--- config.mk ---
export PLATFORM = sky130hd
export DESIGN_NAME = button_repeat
export DESIGN_NICKNAME = d
export VERILOG_FILES = /design/src/rtl/button_repeat.sv
export SDC_FILE = /design/constraint.sdc
export NUM_CORES = 1
export LEC_CHECK = 0
export ABC_CLOCK_PERIOD_IN_PS = 4400
export BUFFER_PORTS_ARGS = -buffer_cell sky130_fd_sc_hd__buf_4
export CORE_ASPECT_RATIO = 0.7
export CORE_MARGIN = 5
export CORE_UTILIZATION = 55
export CTS_CLUSTER_SIZE = 8
export DETAILED_ROUTE_END_ITERATION = 8
export GPL_TIMING_DRIVEN = 0
export HOLD_SLACK_MARGIN = 0.15
export PLACE_DENSITY_LB_ADDON = 0.2
export SLEW_MARGIN = 20
export SYNTH_ARGS = -nofsm -noshare
export SYNTH_HDL_FRONTEND = slang
export SYNTH_SLANG_ARGS = --single-unit
--- constraint.sdc ---
create_clock -name clk -period 4.4 [get_ports clk]
set_input_delay 0.44 -clock clk [delete_from_list [all_inputs] [get_ports clk]]
set_output_delay 0.44 -clock clk [all_outputs]
set_load 0.02 [all_outputs]
--- src/rtl/button_repeat.sv ---
// Debounced push-button with press step and auto-repeat (DELAY then every RATE ticks).
// Latency: level/step 2 sync edges + DEBOUNCE ticks after btn_raw; no backpressure, outputs are pulses/levels.
module button_repeat #(
  parameter int N        = 8,
  parameter int DEBOUNCE = 4,
  parameter int DELAY    = 20,
  parameter int RATE     = 5
) (
  input  logic clk,
  input  logic rst,
  input  logic tick,
  input  logic btn_raw,
  output logic level,
  output logic step,
  output logic repeating
);

  localparam logic [N-1:0] DB_LAST    = N'(DEBOUNCE - 1);
  localparam logic [N-1:0] DELAY_LAST = N'(DELAY - 1);
  localparam logic [N-1:0] RATE_LAST  = N'(RATE - 1);

  typedef enum logic [1:0] {
    S_IDLE   = 2'd0,
    S_DELAY  = 2'd1,
    S_REPEAT = 2'd2
  } state_t;

  state_t     state, state_nxt;
  logic       sync1, btn_s;
  logic [N-1:0] dcnt;
  logic [N-1:0] rcnt, rcnt_nxt;
  logic       step_nxt;
  logic       db_done, rise, fall;

  // Level flips on the tick that completes DEBOUNCE consecutive mismatching ticks.
  assign db_done = tick && (btn_s != level) && (dcnt == DB_LAST);
  assign rise    = db_done && btn_s;
  assign fall    = db_done && !btn_s;

  always_ff @(posedge clk) begin
    if (rst) begin
      sync1 <= 1'b0;
      btn_s <= 1'b0;
      level <= 1'b0;
      dcnt  <= '0;
    end else begin
      sync1 <= btn_raw;
      btn_s <= sync1;
      if (btn_s == level) begin
        dcnt <= '0;
      end else if (tick) begin
        if (dcnt == DB_LAST) begin
          level <= btn_s;
          dcnt  <= '0;
        end else begin
          dcnt <= dcnt + 1'b1;
        end
      end
    end
  end

  always_comb begin
    state_nxt = state;
    rcnt_nxt  = rcnt;
    step_nxt  = 1'b0;
    // Release wins over any repeat step due on the same edge.
    if (fall) begin
      state_nxt = S_IDLE;
      rcnt_nxt  = '0;
    end else begin
      case (state)
        S_IDLE: begin
          if (rise) begin
            step_nxt  = 1'b1;
            rcnt_nxt  = '0;
            state_nxt = S_DELAY;
          end
        end
        S_DELAY: begin
          if (tick) begin
            if (rcnt == DELAY_LAST) begin
              step_nxt  = 1'b1;
              rcnt_nxt  = '0;
              state_nxt = S_REPEAT;
            end else begin
              rcnt_nxt = rcnt + 1'b1;
            end
          end
        end
        S_REPEAT: begin
          if (tick) begin
            if (rcnt == RATE_LAST) begin
              step_nxt = 1'b1;
              rcnt_nxt = '0;
            end else begin
              rcnt_nxt = rcnt + 1'b1;
            end
          end
        end
        default: begin
          state_nxt = S_IDLE;
          rcnt_nxt  = '0;
        end
      endcase
    end
  end

  always_ff @(posedge clk) begin
    if (rst) begin
      state     <= S_IDLE;
      rcnt      <= '0;
      step      <= 1'b0;
      repeating <= 1'b0;
    end else begin
      state     <= state_nxt;
      rcnt      <= rcnt_nxt;
      step      <= step_nxt;
      repeating <= (state_nxt == S_REPEAT);
    end
  end

endmodule

==> metrics.log <==
[metrics] Worst path top cell family by delay: compound AO/OA/AOI/OAI gates
[metrics] maximum clock path buffer count: 2
[metrics] Die Area: 3286 µm²
[metrics] area of the placeable core: 2137 µm²
[metrics] CTS Hold Bufs: 0
[metrics] Filler cells: around 190
[metrics] vias in the first global route: approximately 840
[metrics] internal power summed over all cells: about 0.00025 W
[metrics] instance area at placement: ~1300 µm²
[metrics] Overall Global Routing Usage: between 10% and 20%
[metrics] post-synthesis register bit count: 23
[metrics] async set-or-reset flop fraction in the synthesized netlist: 0%
[metrics] number of flops mapped to enable cells by yosys: 0
[metrics] overall power: between 0.0003 and 0.0004 W
[metrics] Slew @ Worst Pin: around 0.5 ns
[metrics] switching share of total power: 21.82%
[metrics] total of cells resized after clock tree synthesis: 0
[metrics] Avg Cell Area, Syn: roughly 9 µm²
[metrics] peak clock frequency supported by timing: a little under 0.5 GHz
[metrics] final count of hold timing violations: 0
[metrics] unrepaired setup endpoints after global routing: false
[metrics] result of the run: finished, final reports clean
[metrics] aggregate negative setup slack: 0 ns
[metrics] area delta synth->final: 8.478%
[metrics] share of synthesized area occupied by flip-flops and latches: 37.59%
[metrics] combinational fraction of design power: between 3 and 4%
[metrics] average wire per standard cell: between 10 and 15 µm
[metrics] fraction of layout cells with a size suffix above 1: between 10% and 20%
[metrics] die width: about 66 µm
[metrics] critical path startpoint category: flip-flop
[metrics] Synthesis Warnings: 0
[metrics] post-layout net count: approximately 160
[metrics] minimum clock period: between 2 and 2.5 ns
[metrics] number of standard cells in the final layout excluding fillers: ~180
[metrics] slowest cell on the critical path: sky130_fd_sc_hd__dfxtp_1
[metrics] slowest cell delay on critical path: 0.42 ns
[metrics] total number of placement rows: 14
[metrics] count of unique library cells instantiated by Yosys: 44
[metrics] worst hold-check path type: in2reg
[metrics] commonest cells after routing, fill and taps aside: sky130_fd_sc_hd__dfxtp_1 (23), sky130_fd_sc_hd__nor2_1 (15), sky130_fd_sc_hd__nand2_1 (11)
[metrics] sequential fraction of design power: between 60% and 70%
[metrics] number of buffers inserted during clock tree synthesis: 3
[metrics] number of vias per cell after detailed routing: roughly 5.7
[metrics] placed cell count: around 170
[metrics] largest net degree at the start of global routing: 13
[metrics] post-CTS setup repair buffer count: 0
[metrics] DP Worst Slack: roughly 2.4 ns
[metrics] antenna violations before repair: 0
[metrics] commonest non-fill, non-tap cell in the layout: sky130_fd_sc_hd__dfxtp_1
[metrics] detailed placement HPWL: 1750 µm
[metrics] final setup slack of the worst path: between 2 and 2.5 ns
[metrics] diode count: 0
[metrics] drc violations: 0
[metrics] switching component of the power: 0.00006948 W
[metrics] clock tree skew after final layout: ~0.0031 ns
[metrics] number of input and output port buffers inserted: 5
[metrics] worst vdd ir: 0.0002577 V
[metrics] # IOs: 7
[metrics] predominant post-synthesis flop cell: sky130_fd_sc_hd__dfxtp_1
[metrics] total grt overflow: 0
[metrics] total nets after synthesis: ~150
[metrics] top fanout value on the critical path: 8
[metrics] leakage power figure: approximately 0.50 nW
[metrics] number of maximum-capacitance violations: 0
[metrics] clock insertion delay at the later pin of the skew report: just over 0.3 ns
[metrics] Total Wirelength: 2238 µm
[metrics] final weighted congestion in routability-driven placement: ~0.75
[metrics] clock input transition at the sequential cells of the worst setup and hold paths: between 0.1 and 0.15 ns
[metrics] critical path, cell by cell: inv_1 > ha_1 > nand2_1 > a21o_1 > a211oi_4 > a41oi_1 > a311oi_1
[metrics] Max Slew Vio Count: 0
[metrics] Num Clock Sinks: 23
[metrics] number of design-rule violations left by the first detailed-router iteration: 40
[metrics] normalized max-slew margin: ~66%
[metrics] total via count after detailed routing: ~1000
[metrics] area of the mapped netlist: roughly 1200 µm²
[metrics] post-synthesis instance total: 134
[metrics] maximum level of the CTS H-tree: 1
[metrics] ratio of total power to cell area: between 200 and 250 nW/µm²
[metrics] Die Ht: roughly 49 µm
[metrics] TritonRoute pass-1 iters: 5
[metrics] buffer type at the clock tree root: sky130_fd_sc_hd__clkbuf_4
[metrics] Critical Path RT: ~4.6 ns
[metrics] global-route wire length before repair: ~4000 µm
[metrics] Routed Antenna Nets: 0
[metrics] kind of critical path: reg2reg
[metrics] proportion of power drawn by the clock network: 30.9%
[metrics] sort of element at the end of the critical path: flip-flop
[metrics] Buf+Inv Stages, Crit Path: 1
[metrics] data arrival time at the worst-slack endpoint: approximately 2.3 ns
[metrics] Period Utilization, post-route: ~46%
[metrics] Initial Util: between 50% and 60%
[metrics] Finish-stage setup viols: 0
[metrics] TritonCTS clock tree: yes
[metrics] post-route design area: 1329 µm²
cell usage after synthesis, types with 4 or more instances:
| master | number | share of area, % |
|---|---|---|
| sky130_fd_sc_hd__dfxtp_1 | 23 | 38 |
| sky130_fd_sc_hd__nor2_1 | 15 | 4.6 |
| sky130_fd_sc_hd__nand2_1 | 11 | 3.4 |
| sky130_fd_sc_hd__ha_1 | 7 | 7.1 |
| sky130_fd_sc_hd__inv_1 | 6 | 1.8 |
| sky130_fd_sc_hd__xor2_1 | 5 | 3.6 |
| sky130_fd_sc_hd__nor3b_1 | 4 | 2.5 |
| sky130_fd_sc_hd__o21ai_0 | 4 | 1.6 |
worst reg2reg max path, stage by stage (launching register included):
cell,delay [ns]
sky130_fd_sc_hd__dfxtp_1,0.42
sky130_fd_sc_hd__inv_1,0.10
sky130_fd_sc_hd__ha_1,0.34
sky130_fd_sc_hd__nand2_1,0.07
sky130_fd_sc_hd__a21o_1,0.19
sky130_fd_sc_hd__a211oi_4,0.40
sky130_fd_sc_hd__a41oi_1,0.18
sky130_fd_sc_hd__a311oi_1,0.26
worst paths after layout:
| check | depth (start not counted) | from | slack (ns) | to |
|---|---|---|---|---|
| worst max-delay path | 7 | state[1] | 2.37 | rcnt[5] |
| worst min-delay path | 2 | rst | 0.32 | btn_s |
| worst max register to register | 7 | state[1] | 2.37 | rcnt[5] |
| worst min register to register | 1 | sync1 | 0.46 | btn_s |
power groups by stage:
stage	clock, W	combinational, W	sequential [W]
6_report	0.0000982	0.0000103	0.000210
3_3_place_gp	0	0.00000979	0.000214
3_5_place_dp	0	0.0000101	0.000215
5_1_grt	0.000113	0.0000114	0.000210
4_1_cts	0.000101	0.0000101	0.000210
2_1_floorplan	0	0.00000667	0.000214
state kept, by name, summed over array words and instances, names as in the netlist:
name and count:
dcnt 8, rcnt 8, state 2, btn_s 1
level 1, repeating 1, step 1, sync1 1
routing by layer:
metal / track usage, % / vias up / wire, µm
met2: 21.58 / 23 / 909
met1: 22.95 / 464 / 1201
met3: 5.455 / 4 / 106
li1: - / 508 / -
met4: 2.027 / 0 / 21
met5: 0 / - / 0
through the flow:
step | hold WS, ns | utilization [%]
after floorplan | 0.4138 | -
after global placement | 0.4213 | 60.95
after detailed placement | 0.4378 | 60.95
after CTS | 0.3097 | 62.18
final | 0.3172 | 62.18
after global routing | 0.3003 | 62.18
cells by family (layout without fill, tap and decap cells):
kind of cell | count (synthesis) | count (layout) | synth area share [%]
fa+ha+maj | 7 | 7 | 7.150
compound gates | 27 | 27 | 17.77
simple gates | 58 | 58 | 27.17
buf+inv | 9 | 18 | 2.962
xor+xnor | 8 | 8 | 5.720
flops | 23 | 23 | 37.59
mux | 2 | 2 | 1.634
area by class of cell:
cell class	instances	area, µm²	area share, %
buffer	3	13.76	1.036
inverter	6	22.52	1.695
timing repair buffer	5	37.54	2.825
clock buffer	4	26.28	1.977
tap	32	40.04	3.013
sequential	23	460.4	34.65
multi-input combinational	102	728.2	54.80
Note: power is estimated with default switching activity, not from simulation.
